$ cat config.mk
export PLATFORM = sky130hd
export DESIGN_NAME = ahb_bus_arbiter_flat
export DESIGN_NICKNAME = d
export VERILOG_FILES = /design/src/rtl/ahb_defs_pkg.sv /design/src/rtl/ahb_bus_arbiter_if.sv /design/src/rtl/ahb_arb_pick.sv /design/src/rtl/ahb_bus_arbiter.sv /design/src/flat_wrapper.sv
export SDC_FILE = /design/constraint.sdc
export NUM_CORES = 1
export LEC_CHECK = 0
export CAP_MARGIN = 15
export CORE_AREA = 2 2 39 41
export CTS_BUF_LIST = sky130_fd_sc_hd__clkbuf_8
export DETAILED_ROUTE_END_ITERATION = 7
export DIE_AREA = 0 0 41 43
export PLACE_DENSITY = 0.72
export SLEW_MARGIN = 20
export SYNTH_ARGS = -nofsm -noshare
export SYNTH_HDL_FRONTEND = slang
export SYNTH_SLANG_ARGS = --single-unit
$ cat constraint.sdc
create_clock -name hclk -period 5.38 [get_ports hclk]
set_input_delay 1.345 -clock hclk [delete_from_list [all_inputs] [get_ports hclk]]
set_output_delay 1.345 -clock hclk [all_outputs]
set_load 0.02 [all_outputs]
$ cat src/rtl/ahb_defs_pkg.sv
// Shared AHB-lite definitions: transfer type, burst and response encodings,
// and the burst-length lookup used by the arbiter beat counter.
package ahb_defs_pkg;

    typedef enum logic [1:0] {
        HTRANS_IDLE   = 2'b00,
        HTRANS_BUSY   = 2'b01,
        HTRANS_NONSEQ = 2'b10,
        HTRANS_SEQ    = 2'b11
    } htrans_e;

    typedef enum logic [2:0] {
        HBURST_SINGLE = 3'b000,
        HBURST_INCR   = 3'b001,
        HBURST_WRAP4  = 3'b010,
        HBURST_INCR4  = 3'b011,
        HBURST_WRAP8  = 3'b100,
        HBURST_INCR8  = 3'b101,
        HBURST_WRAP16 = 3'b110,
        HBURST_INCR16 = 3'b111
    } hburst_e;

    typedef enum logic [1:0] {
        HRESP_OKAY  = 2'b00,
        HRESP_ERROR = 2'b01,
        HRESP_RETRY = 2'b10,
        HRESP_SPLIT = 2'b11
    } hresp_e;

    localparam int BEAT_CNT_W = 4;

    // Beats remaining after the NONSEQ beat of a burst. SINGLE and
    // undefined-length INCR return 0.
    function automatic logic [BEAT_CNT_W-1:0] burst_beats_m1(input logic [2:0] hburst);
        logic [BEAT_CNT_W-1:0] beats;
        case (hburst)
            HBURST_WRAP4,  HBURST_INCR4:  beats = 4'd3;
            HBURST_WRAP8,  HBURST_INCR8:  beats = 4'd7;
            HBURST_WRAP16, HBURST_INCR16: beats = 4'd15;
            default:                      beats = 4'd0;
        endcase
        return beats;
    endfunction

endpackage

$ cat src/rtl/ahb_bus_arbiter_if.sv
// Arbitration signal bundle between the bus masters and the AHB arbiter.
//   hbusreq / hlock : per-master request and locked-transfer request
//   htrans / hburst : muxed from the current address-phase owner
//   hready / hresp  : bus-wide completion and response
//   hgrant          : one-hot grant
//   hmaster         : address-phase owner index
//   hmaster_d       : data-phase owner index
//   hmastlock       : current address phase belongs to a locked sequence
// Modport master is the requesting side, modport slave is the arbiter.
interface ahb_bus_arbiter_if #(
    parameter int NUM_M = 2,
    parameter int MW    = 1
);
    logic [NUM_M-1:0] hbusreq;
    logic [NUM_M-1:0] hlock;
    logic [1:0]       htrans;
    logic [2:0]       hburst;
    logic             hready;
    logic [1:0]       hresp;
    logic [NUM_M-1:0] hgrant;
    logic [MW-1:0]    hmaster;
    logic [MW-1:0]    hmaster_d;
    logic             hmastlock;

    modport master (
        output hbusreq, hlock, htrans, hburst, hready, hresp,
        input  hgrant, hmaster, hmaster_d, hmastlock
    );

    modport slave (
        input  hbusreq, hlock, htrans, hburst, hready, hresp,
        output hgrant, hmaster, hmaster_d, hmastlock
    );
endinterface

$ cat src/rtl/ahb_arb_pick.sv
// Combinational winner selection.
//   req   : request vector
//   ptr   : last owner (round-robin starts searching at ptr+1)
//   rr_en : 0 fixed priority (index 0 highest), 1 round-robin
//   idx   : winning index, vld : at least one request present
module ahb_arb_pick #(
    parameter int NUM_M = 2,
    parameter int MW    = 1
) (
    input  logic [NUM_M-1:0] req,
    input  logic [MW-1:0]    ptr,
    input  logic             rr_en,
    output logic [MW-1:0]    idx,
    output logic             vld
);

    // One extra bit so ptr + NUM_M cannot overflow before the wrap.
    logic [MW:0]   cand_w;
    logic [MW-1:0] cand;

    always_comb begin
        idx    = '0;
        vld    = 1'b0;
        cand_w = '0;
        cand   = '0;
        if (rr_en) begin
            for (int i = 1; i <= NUM_M; i++) begin
                cand_w = {1'b0, ptr} + (MW+1)'(i);
                if (cand_w >= (MW+1)'(NUM_M)) begin
                    cand_w = cand_w - (MW+1)'(NUM_M);
                end
                cand = cand_w[MW-1:0];
                if (!vld && req[cand]) begin
                    vld = 1'b1;
                    idx = cand;
                end
            end
        end else begin
            // Descending scan: the last hit is the lowest index.
            for (int i = NUM_M-1; i >= 0; i--) begin
                if (req[i]) begin
                    vld = 1'b1;
                    idx = MW'(i);
                end
            end
        end
    end

endmodule

$ cat src/rtl/ahb_bus_arbiter.sv
// AHB-lite bus arbiter. Decides which master owns the shared address path
// and tracks the data-phase owner; the address/wdata muxes live outside.
// Bursts, locked sequences and wait states are never broken. Parks on
// DEFAULT_M when nobody requests.
//   hclk   : system clock
//   hreset : synchronous reset, active-high
//   bus    : arbitration bundle (slave modport), see ahb_bus_arbiter_if
module ahb_bus_arbiter
    import ahb_defs_pkg::*;
#(
    parameter int NUM_M     = 2,
    parameter int MW        = (NUM_M > 1) ? $clog2(NUM_M) : 1,
    parameter bit RR_EN     = 1'b0,
    parameter int DEFAULT_M = 0
) (
    input  logic            hclk,
    input  logic            hreset,
    ahb_bus_arbiter_if.slave bus
);

    localparam logic [MW-1:0]    DEF_IDX   = MW'(DEFAULT_M);
    localparam logic [NUM_M-1:0] DEF_GRANT = NUM_M'(1) << DEFAULT_M;

    logic [BEAT_CNT_W-1:0] beat_cnt;
    logic [BEAT_CNT_W-1:0] beat_cnt_nxt;
    logic                  lock_hold;
    logic                  lock_nxt;
    logic [MW-1:0]         hmaster_q;
    logic [MW-1:0]         hmaster_d_q;
    logic [NUM_M-1:0]      hgrant_q;
    logic [MW-1:0]         rr_ptr;
    logic [MW-1:0]         pick_idx;
    logic                  pick_vld;
    logic [MW-1:0]         winner;

    logic owner_req;
    logic owner_lock;
    logic nonseq_acc;
    logic seq_acc;
    logic idle_acc;
    logic err_acc;
    logic incr_hold;
    logic arb_ok;

    assign owner_req  = bus.hbusreq[hmaster_q];
    assign owner_lock = bus.hlock[hmaster_q];

    assign nonseq_acc = bus.hready & (bus.htrans == HTRANS_NONSEQ);
    assign seq_acc    = bus.hready & (bus.htrans == HTRANS_SEQ);
    assign idle_acc   = bus.hready & (bus.htrans == HTRANS_IDLE);
    assign err_acc    = bus.hready & (bus.hresp != HRESP_OKAY);

    // Undefined-length INCR runs as long as its owner keeps requesting.
    assign incr_hold  = (bus.hburst == HBURST_INCR) & (bus.htrans != HTRANS_IDLE) & owner_req;

    always_comb begin
        beat_cnt_nxt = beat_cnt;
        if (err_acc) begin
            beat_cnt_nxt = '0;
        end else if (nonseq_acc) begin
            beat_cnt_nxt = burst_beats_m1(bus.hburst);
        end else if (seq_acc && beat_cnt != '0) begin
            beat_cnt_nxt = beat_cnt - 4'd1;
        end
    end

    always_comb begin
        lock_nxt = lock_hold;
        if (err_acc) begin
            lock_nxt = 1'b0;
        end else if (nonseq_acc || seq_acc) begin
            lock_nxt = owner_lock;
        end else if (idle_acc && !owner_lock) begin
            lock_nxt = 1'b0;
        end
    end

    // Arbitrate on the post-edge counter and lock values: this keeps the
    // NONSEQ of a multi-beat burst and the first beat of a locked sequence
    // from handing the bus away, while the last SEQ (count 1 -> 0) and the
    // IDLE that drops HLOCK are arbitration points.
    assign arb_ok = err_acc |
                    (bus.hready & (beat_cnt_nxt == '0) & ~lock_nxt & ~incr_hold);

    ahb_arb_pick #(
        .NUM_M (NUM_M),
        .MW    (MW)
    ) u_pick (
        .req   (bus.hbusreq),
        .ptr   (rr_ptr),
        .rr_en (RR_EN),
        .idx   (pick_idx),
        .vld   (pick_vld)
    );

    assign winner = pick_vld ? pick_idx : DEF_IDX;

    always_ff @(posedge hclk) begin
        if (hreset) begin
            beat_cnt    <= '0;
            lock_hold   <= 1'b0;
            hmaster_q   <= DEF_IDX;
            hmaster_d_q <= DEF_IDX;
            hgrant_q    <= DEF_GRANT;
            rr_ptr      <= DEF_IDX;
        end else if (bus.hready) begin
            beat_cnt    <= beat_cnt_nxt;
            lock_hold   <= lock_nxt;
            hmaster_d_q <= hmaster_q;
            if (arb_ok) begin
                hmaster_q <= winner;
                hgrant_q  <= NUM_M'(1) << winner;
                if (RR_EN) begin
                    rr_ptr <= winner;
                end
            end
        end
    end

    assign bus.hmaster   = hmaster_q;
    assign bus.hmaster_d = hmaster_d_q;
    assign bus.hgrant    = hgrant_q;
    // Locked if the sequence is already held or the owner is requesting a
    // lock for the transfer it is presenting now.
    assign bus.hmastlock = (lock_hold | owner_lock) & (bus.htrans != HTRANS_IDLE);

endmodule
$ cat src/flat_wrapper.sv
// flat-port wrapper written by rule: the top's interface ports become plain ports
module ahb_bus_arbiter_flat import ahb_defs_pkg::*;
#(
    parameter int NUM_M     = 2,
    parameter int MW        = (NUM_M > 1) ? $clog2(NUM_M) : 1,
    parameter bit RR_EN     = 1'b0,
    parameter int DEFAULT_M = 0
)
  (hclk, hreset, bus_hbusreq, bus_hlock, bus_htrans, bus_hburst, bus_hready, bus_hresp, bus_hgrant, bus_hmaster, bus_hmaster_d, bus_hmastlock);
  ahb_bus_arbiter_if #(.NUM_M(NUM_M), .MW(MW)) bus_i ();
  input  logic hclk;
  input  logic hreset;
  input wire logic [$bits(bus_i.hbusreq)-1:0] bus_hbusreq;
  input wire logic [$bits(bus_i.hlock)-1:0] bus_hlock;
  input wire logic [$bits(bus_i.htrans)-1:0] bus_htrans;
  input wire logic [$bits(bus_i.hburst)-1:0] bus_hburst;
  input wire logic [$bits(bus_i.hready)-1:0] bus_hready;
  input wire logic [$bits(bus_i.hresp)-1:0] bus_hresp;
  output wire logic [$bits(bus_i.hgrant)-1:0] bus_hgrant;
  output wire logic [$bits(bus_i.hmaster)-1:0] bus_hmaster;
  output wire logic [$bits(bus_i.hmaster_d)-1:0] bus_hmaster_d;
  output wire logic [$bits(bus_i.hmastlock)-1:0] bus_hmastlock;
  assign bus_i.hbusreq = bus_hbusreq;
  assign bus_i.hlock = bus_hlock;
  assign bus_i.htrans = bus_htrans;
  assign bus_i.hburst = bus_hburst;
  assign bus_i.hready = bus_hready;
  assign bus_i.hresp = bus_hresp;
  assign bus_hgrant = bus_i.hgrant;
  assign bus_hmaster = bus_i.hmaster;
  assign bus_hmaster_d = bus_i.hmaster_d;
  assign bus_hmastlock = bus_i.hmastlock;
  ahb_bus_arbiter #(.NUM_M(NUM_M), .MW(MW), .RR_EN(RR_EN), .DEFAULT_M(DEFAULT_M)) u_core (.hclk(hclk), .hreset(hreset), .bus(bus_i));
endmodule
=== Word-level counts from Yosys, hierarchy flattened ===
Index checks and enable logic that the tools add are counted.

* Add/sub/neg operators: 1
* Bitwise gates (word level): 14
* Muxes and demuxes: 15
* Reduce and logical (&&, ||, !) cells: 13
* Equal/unequal tests: 9
* Shift-type cells: 1
* Order comparisons: 1

{| class="wikitable"
|+ Operators by type and width
! kind !! count
|-
| $eq A3 B3 Y1 const B || 4
|-
| $mux W4 || 3
|-
| $pmux W4 S3 || 1
|-
| $mux W1 || 11
|-
| $and A1 B1 Y1 || 10
|-
| $eq A3 B2 Y1 const B || 2
|-
| $reduce_or A2 Y1 || 3
|-
| $eq A2 B2 Y1 const B || 2
|-
| $logic_not A4 Y1 || 1
|-
| $reduce_bool A2 Y1 || 2
|-
| $reduce_bool A4 Y1 || 1
|-
| $sub A4 B1 Y4 const B || 1
|-
| $eq A3 B1 Y1 const B || 1
|-
| $logic_and A1 B1 Y1 || 2
|-
| $logic_not A2 Y1 || 1
|-
| $lt A1 B2 Y1 const B || 1
|-
| $not A1 Y1 || 2
|-
| $or A1 B1 Y1 || 2
|-
| $reduce_and A2 Y1 || 1
|-
| $shl A1 B1 Y2 const A || 1
|-
| $logic_not A1 Y1 || 1
|-
| $logic_or A1 B1 Y1 || 1
|}

* Logic and storage cells: 59
* Register bits: 9
* Output and inout port bits: 5
* Input bits: 14

=== Logic depth before layout (Yosys ltp) ===
Gate-level depths: netlist (run 1).

* Word-level depth: 12
* Gate-level depth with buffers: 8
* Mapped depth without buffers: 8

=== Cells and area by module ===
Synthesis (run 1) repeated with hierarchy kept, for this count alone.

* Cells, all modules: 75
* Area, all modules: 586.8 um^2

{| class="wikitable"
|+ Modules (own cells, without submodules)
! module !! area an instance (um^2) !! sequential area each (um^2) !! times used !! cells each
|-
| ahb_bus_arbiter || 566.8 || 160.2 || 1 || 72
|-
| ahb_arb_pick || 20.0 || 0.0 || 1 || 3
|}

=== Least setup slack after synthesis (run 1) ===
Ideal clock, no wire load.

* Path type: in2out
* Start: input bus_hlock[1]
* End: output bus_hmastlock
* Arrival: 1.904 ns
* Stages on the path: 2
* Path buffers: 0
* Setup slack: 2.131 ns
* Required time: 4.035 ns
* Cell sequence: mux2_1 > o22a_1

* Longest elaborated chain between the ends: 4

{| class="wikitable"
|+ Ends and longest elaborated chain
! element !! RTL line !! source
|-
| start: declaration || flat_wrapper.sv:14 || <nowiki>input wire logic [$bits(bus_i.hlock)-1:0] bus_hlock;</nowiki>
|-
| $mux W1 (not written as such) (2 in a row) || ahb_bus_arbiter.sv:46 || <nowiki>assign owner_lock = bus.hlock[hmaster_q];</nowiki>
|-
| $or A1 B1 Y1 || ahb_bus_arbiter.sv:125 || <nowiki>assign bus.hmastlock = (lock_hold | owner_lock) & (bus.htrans != HTRANS_IDLE);</nowiki>
|-
| $and A1 B1 Y1 || ahb_bus_arbiter.sv:125 ||
|-
| end: declaration || flat_wrapper.sv:22 || <nowiki>output wire logic [$bits(bus_i.hmastlock)-1:0] bus_hmastlock;</nowiki>
|}

No other way between the ends. The select of a mux whose other input is x is not followed.

=== Worst setup path in the final report (run 1) ===
* Start: input bus_htrans[0]
* End: output bus_hmastlock

* Longest elaborated chain between the ends: 2

{| class="wikitable"
|+ Ends and longest elaborated chain
! element !! RTL line !! source
|-
| start: declaration || flat_wrapper.sv:15 || <nowiki>input wire logic [$bits(bus_i.htrans)-1:0] bus_htrans;</nowiki>
|-
| $reduce_bool A2 Y1 || ahb_bus_arbiter.sv:125 ||
|-
| $and A1 B1 Y1 || ahb_bus_arbiter.sv:125 ||
|}

No other way between the ends.

==> metrics list, run 1 <==
- The flow ran to the end, and the final reports show no timing, DRC or antenna violations.
* Cell with the largest stage delay on the worst path: sky130_fd_sc_hd__clkdlybuf4s50_1
* Initial cell density of the core: 0.380
* Post-CTS resize count: 0
- In this run the cell area measured after placement is 706 sq um.
- Part of the power in the clock network: 0.402
- Across every metal layer, demand over resource in global routing totals 0.161.
- Die Wd: 41 um
* Avg Vias per Cell: 5.48
- In this run the clock root is driven by a sky130_fd_sc_hd__clkbuf_8.
- Via count of the first global-routing pass: 501
- HP Class: flop to flop
- DRC Markers: 0
- The congestion estimate from routability-driven global placement came to 0.746.
- The number of buffers and inverters on the critical path is 2.
- The initial antenna violation count was 0.
- A synthesized cell averages 8.61 sq um.
- Worst Path Required: 4030 ps
- Clock transition at path regs: 40 ps
- Total overflow reported by the global router: 0
- In this run the static leakage power is 0.263 nW.
- Cell internal power was estimated by the tool at 0.000133 W.
- Of the cells placed in the final design, the portion with a size suffix greater than 1 is 0.101.
- The total count of max-transition violations in the final report came to 0.
* Area delta synth->final: 42.1%
* Total CTS buffers: 3
- For this run, the slowest stage of the critical path takes 650 ps.
* Peak fanout along the critical path: 9
* Number of endpoints failing setup at the final stage: 0
* Aggregate negative setup slack: 0 ps
* Synth cell types: 33
* Category of cells accounting for the largest share of critical-path delay: buffers and inverters
- Average wire length per cell after detail routing: 12.4 um
- The worst setup path is of the input pin to output pin kind.
- The detailed router placed 521 vias in this run.
- In this run the cell area of the synthesized design comes to 526 sq um.
* Quantity of hold-fixing buffers added after cts: 0
- Highest-count cells in the layout ignoring fill and taps: sky130_fd_sc_hd__clkdlybuf4s50_1 (18), sky130_fd_sc_hd__nor2_1 (9), sky130_fd_sc_hd__dfxtp_1 (8)
* H-tree levels: 1
- Share of the clock period used by the worst path: 0.767
- Net count, final: 96
- Sequential fraction of the synthesis area: 0.305
* Register share of total power: 0.365
* Setup crit start kind: input pin
- Port buffer count: 18
- The library cell used most frequently in the layout, excluding fill and tap cells, is sky130_fd_sc_hd__clkdlybuf4s50_1.
- STA classifies the critical path endpoint as an output pin.
- Number of placed I/O pins: 19
- In this run the post-CTS setup repair buffer count came out at 0.
* Crit path top cell by count: sky130_fd_sc_hd__clkdlybuf4s50_1
* Count of antenna-violating nets left after detailed routing: 0
- For this design the ratio of total power to cell area is 235 nW/um^2.
- Counting the fill cells in the layout gives 135.
* Initial DRC count: 10
- During synthesis, Yosys emitted a total of 0 warnings.
- Final instance area: 747 sq um
* Clock insertion delay at the later pin of the skew report: 230 ps
- Clock tree from TritonCTS: yes
* Overall power: 0.000175 W
* Final number of hold-violating endpoints: 0
- After floorplanning, the core was divided into 14 placement rows.
- Synthesized netlist cell count: 61
* Antenna diode count: 0
* Switching Power: 0.0000422 W
* Mapped Nets: 76
- Max-capacitance violation count: 0
* Die Span Y: 43 um
- Setup repair after global routing left no endpoint under its margin.
- The clock arrives with 5.32 ps of skew.
* Total iterations of the first detailed-routing run: 3
- Measured against its own limit, the worst slew margin works out to 0.794.
- Register bit total from synthesis: 8
- Counting I/O delays and the setup requirement, the final critical path takes 4130 ps.
* Half-perimeter wire length after detailed placement: 920 um
* Arrival time at the worst endpoint: 2780 ps
- Die area: 1760 sq um
- Core area: 1380 sq um
- Maximum achievable frequency: 242 MHz
* Clock buffer depth: 2
- Maximum number of pins on one net before global-route repair: 10
* Critical path, cell by cell: clkdlybuf4s50_1 -> o22a_1 -> clkdlybuf4s50_1
- For this design, the sink count on the clock tree is 8.
* Detailed-route wire length: 1180 um
- Wire length of the first global-routing pass: 1880 um
- Slew at the pin closest to its max-slew limit: 307 ps
- Fraction of power consumed by combinational cells: 0.232
* Maximum VDD drop: 0.158 mV
* Fraction of power spent switching nets: 0.241
sequential cells by signal, summed over array words and instances (netlist names):
signal and cells:
u_core.bus.hmaster_d 1, u_core.beat_cnt 4, u_core.lock_hold 1, u_core.bus.hgrant 2
per-layer routing:
layer / vias up / GRT usage / wire length (um)
met5: - / 0 / 0
met4: 0 / 0.120 / 24
met3: 2 / 0.0314 / 100
met2: 18 / 0.263 / 546
met1: 240 / 0.170 / 504
li1: 261 / - / -
power groups by stage:
| stage | combinational (W) | clock [W] | sequential (W) |
|---|---|---|---|
| after global placement | 0.0000403 | 0 | 0.0000650 |
| after global routing | 0.0000440 | 0.0000759 | 0.0000643 |
| final | 0.0000407 | 0.0000706 | 0.0000641 |
| after detailed placement | 0.0000408 | 0 | 0.0000650 |
| after floorplan | 0.0000221 | 0 | 0.0000659 |
| after CTS | 0.0000411 | 0.0000735 | 0.0000640 |
Yosys cell counts:
master / n / area, sq um
sky130_fd_sc_hd__a41oi_2: 1 / 16.3
sky130_fd_sc_hd__or3b_4: 1 / 11.3
sky130_fd_sc_hd__dfxtp_1: 8 / 160
sky130_fd_sc_hd__mux2i_1: 2 / 20.0
sky130_fd_sc_hd__o31ai_1: 1 / 7.51
sky130_fd_sc_hd__o2111ai_1: 1 / 8.76
sky130_fd_sc_hd__a21boi_1: 1 / 7.51
sky130_fd_sc_hd__buf_4: 2 / 15.0
sky130_fd_sc_hd__o21a_1: 3 / 22.5
sky130_fd_sc_hd__or2_2: 1 / 6.26
sky130_fd_sc_hd__mux2_2: 1 / 11.3
sky130_fd_sc_hd__nor3b_1: 2 / 15.0
sky130_fd_sc_hd__a21boi_0: 2 / 15.0
sky130_fd_sc_hd__nand4_1: 3 / 18.8
sky130_fd_sc_hd__nor2b_1: 1 / 6.26
sky130_fd_sc_hd__buf_2: 1 / 5.00
sky130_fd_sc_hd__o22a_1: 1 / 8.76
sky130_fd_sc_hd__nand3_1: 1 / 5.00
sky130_fd_sc_hd__nand2_1: 2 / 7.51
sky130_fd_sc_hd__a21oi_1: 1 / 5.00
sky130_fd_sc_hd__o21ai_1: 1 / 5.00
sky130_fd_sc_hd__nor3_1: 1 / 5.00
sky130_fd_sc_hd__o2111a_1: 1 / 11.3
sky130_fd_sc_hd__nor2_1: 9 / 33.8
sky130_fd_sc_hd__mux2_4: 1 / 15.0
sky130_fd_sc_hd__ha_1: 1 / 12.5
sky130_fd_sc_hd__nand3b_1: 1 / 7.51
sky130_fd_sc_hd__inv_1: 3 / 11.3
sky130_fd_sc_hd__a31oi_1: 1 / 6.26
sky130_fd_sc_hd__and2_1: 1 / 6.26
sky130_fd_sc_hd__o21ai_0: 1 / 5.00
sky130_fd_sc_hd__o211ai_1: 3 / 22.5
sky130_fd_sc_hd__mux2_1: 1 / 11.3
area by class of cell:
type                            count  area (sq um)  area share
Inverter                            3          11.3      0.0151
Timing Repair Buffer               18           180       0.241
Tap cell                           16          20.0      0.0268
Multi-Input combinational cell     47           334       0.447
Sequential cell                     8           160       0.214
Clock buffer                        3          41.3      0.0553
kinds of logic after synthesis:
family | count (synthesis) | share of synthesized area
flops | 8 | 0.305
mux | 5 | 0.110
fa+ha+maj | 1 | 0.0238
compound gates | 18 | 0.269
simple gates | 23 | 0.233
buf+inv | 6 | 0.0595
tightest hold or removal path, cell delays in order, from the launching register on:
cell	delay, ps
sky130_fd_sc_hd__dfxtp_1	320
sky130_fd_sc_hd__mux2i_1	60
sky130_fd_sc_hd__nor2_1	80
worst paths after layout:
check                                     from                                end  slack, ps  cells past startpoint
max                              bus_htrans[0]                      bus_hmastlock       1250                      3
min reg2reg  u_core.bus.hmaster_d$_SDFFE_PP0P_  u_core.bus.hmaster_d$_SDFFE_PP0P_        500                      2
max reg2reg    u_core.beat_cnt[0]$_SDFFE_PP0P_  u_core.bus.hgrant[1]$_SDFFE_PP0P_       3340                      7
min          u_core.bus.hmaster_d$_SDFFE_PP0P_  u_core.bus.hmaster_d$_SDFFE_PP0P_        500                      2
metrics by stage:
step | cells | util | worst slack [ps] | hold WS [ps]
after floorplan | 61 | - | 2130 | 506
after global placement | 92 | 0.510 | 1270 | 476
after detailed placement | 92 | 0.510 | 1250 | 489
after CTS | 95 | 0.540 | 1250 | 499
after global routing | 95 | 0.540 | 1190 | 570
final | 95 | 0.540 | 1250 | 499
Note: power is estimated with default switching activity, not from simulation.
==> run 2, diff against run 1 <==
Clock period 5.38 ns to 4.1 ns, I/O delays scaled along.
==> results of run 2 <==
The final DEF is identical to that of run 1. Status: finished clean.
Main changes from that run: setup slack after placement 1250 ps -> 609 ps; setup slack after layout 1250 ps -> 614 ps; register-to-register setup slack 3340 ps -> 2060 ps; total power 0.000175 W -> 0.000230 W; worst IR drop on VDD 0.158 mV -> 0.208 mV
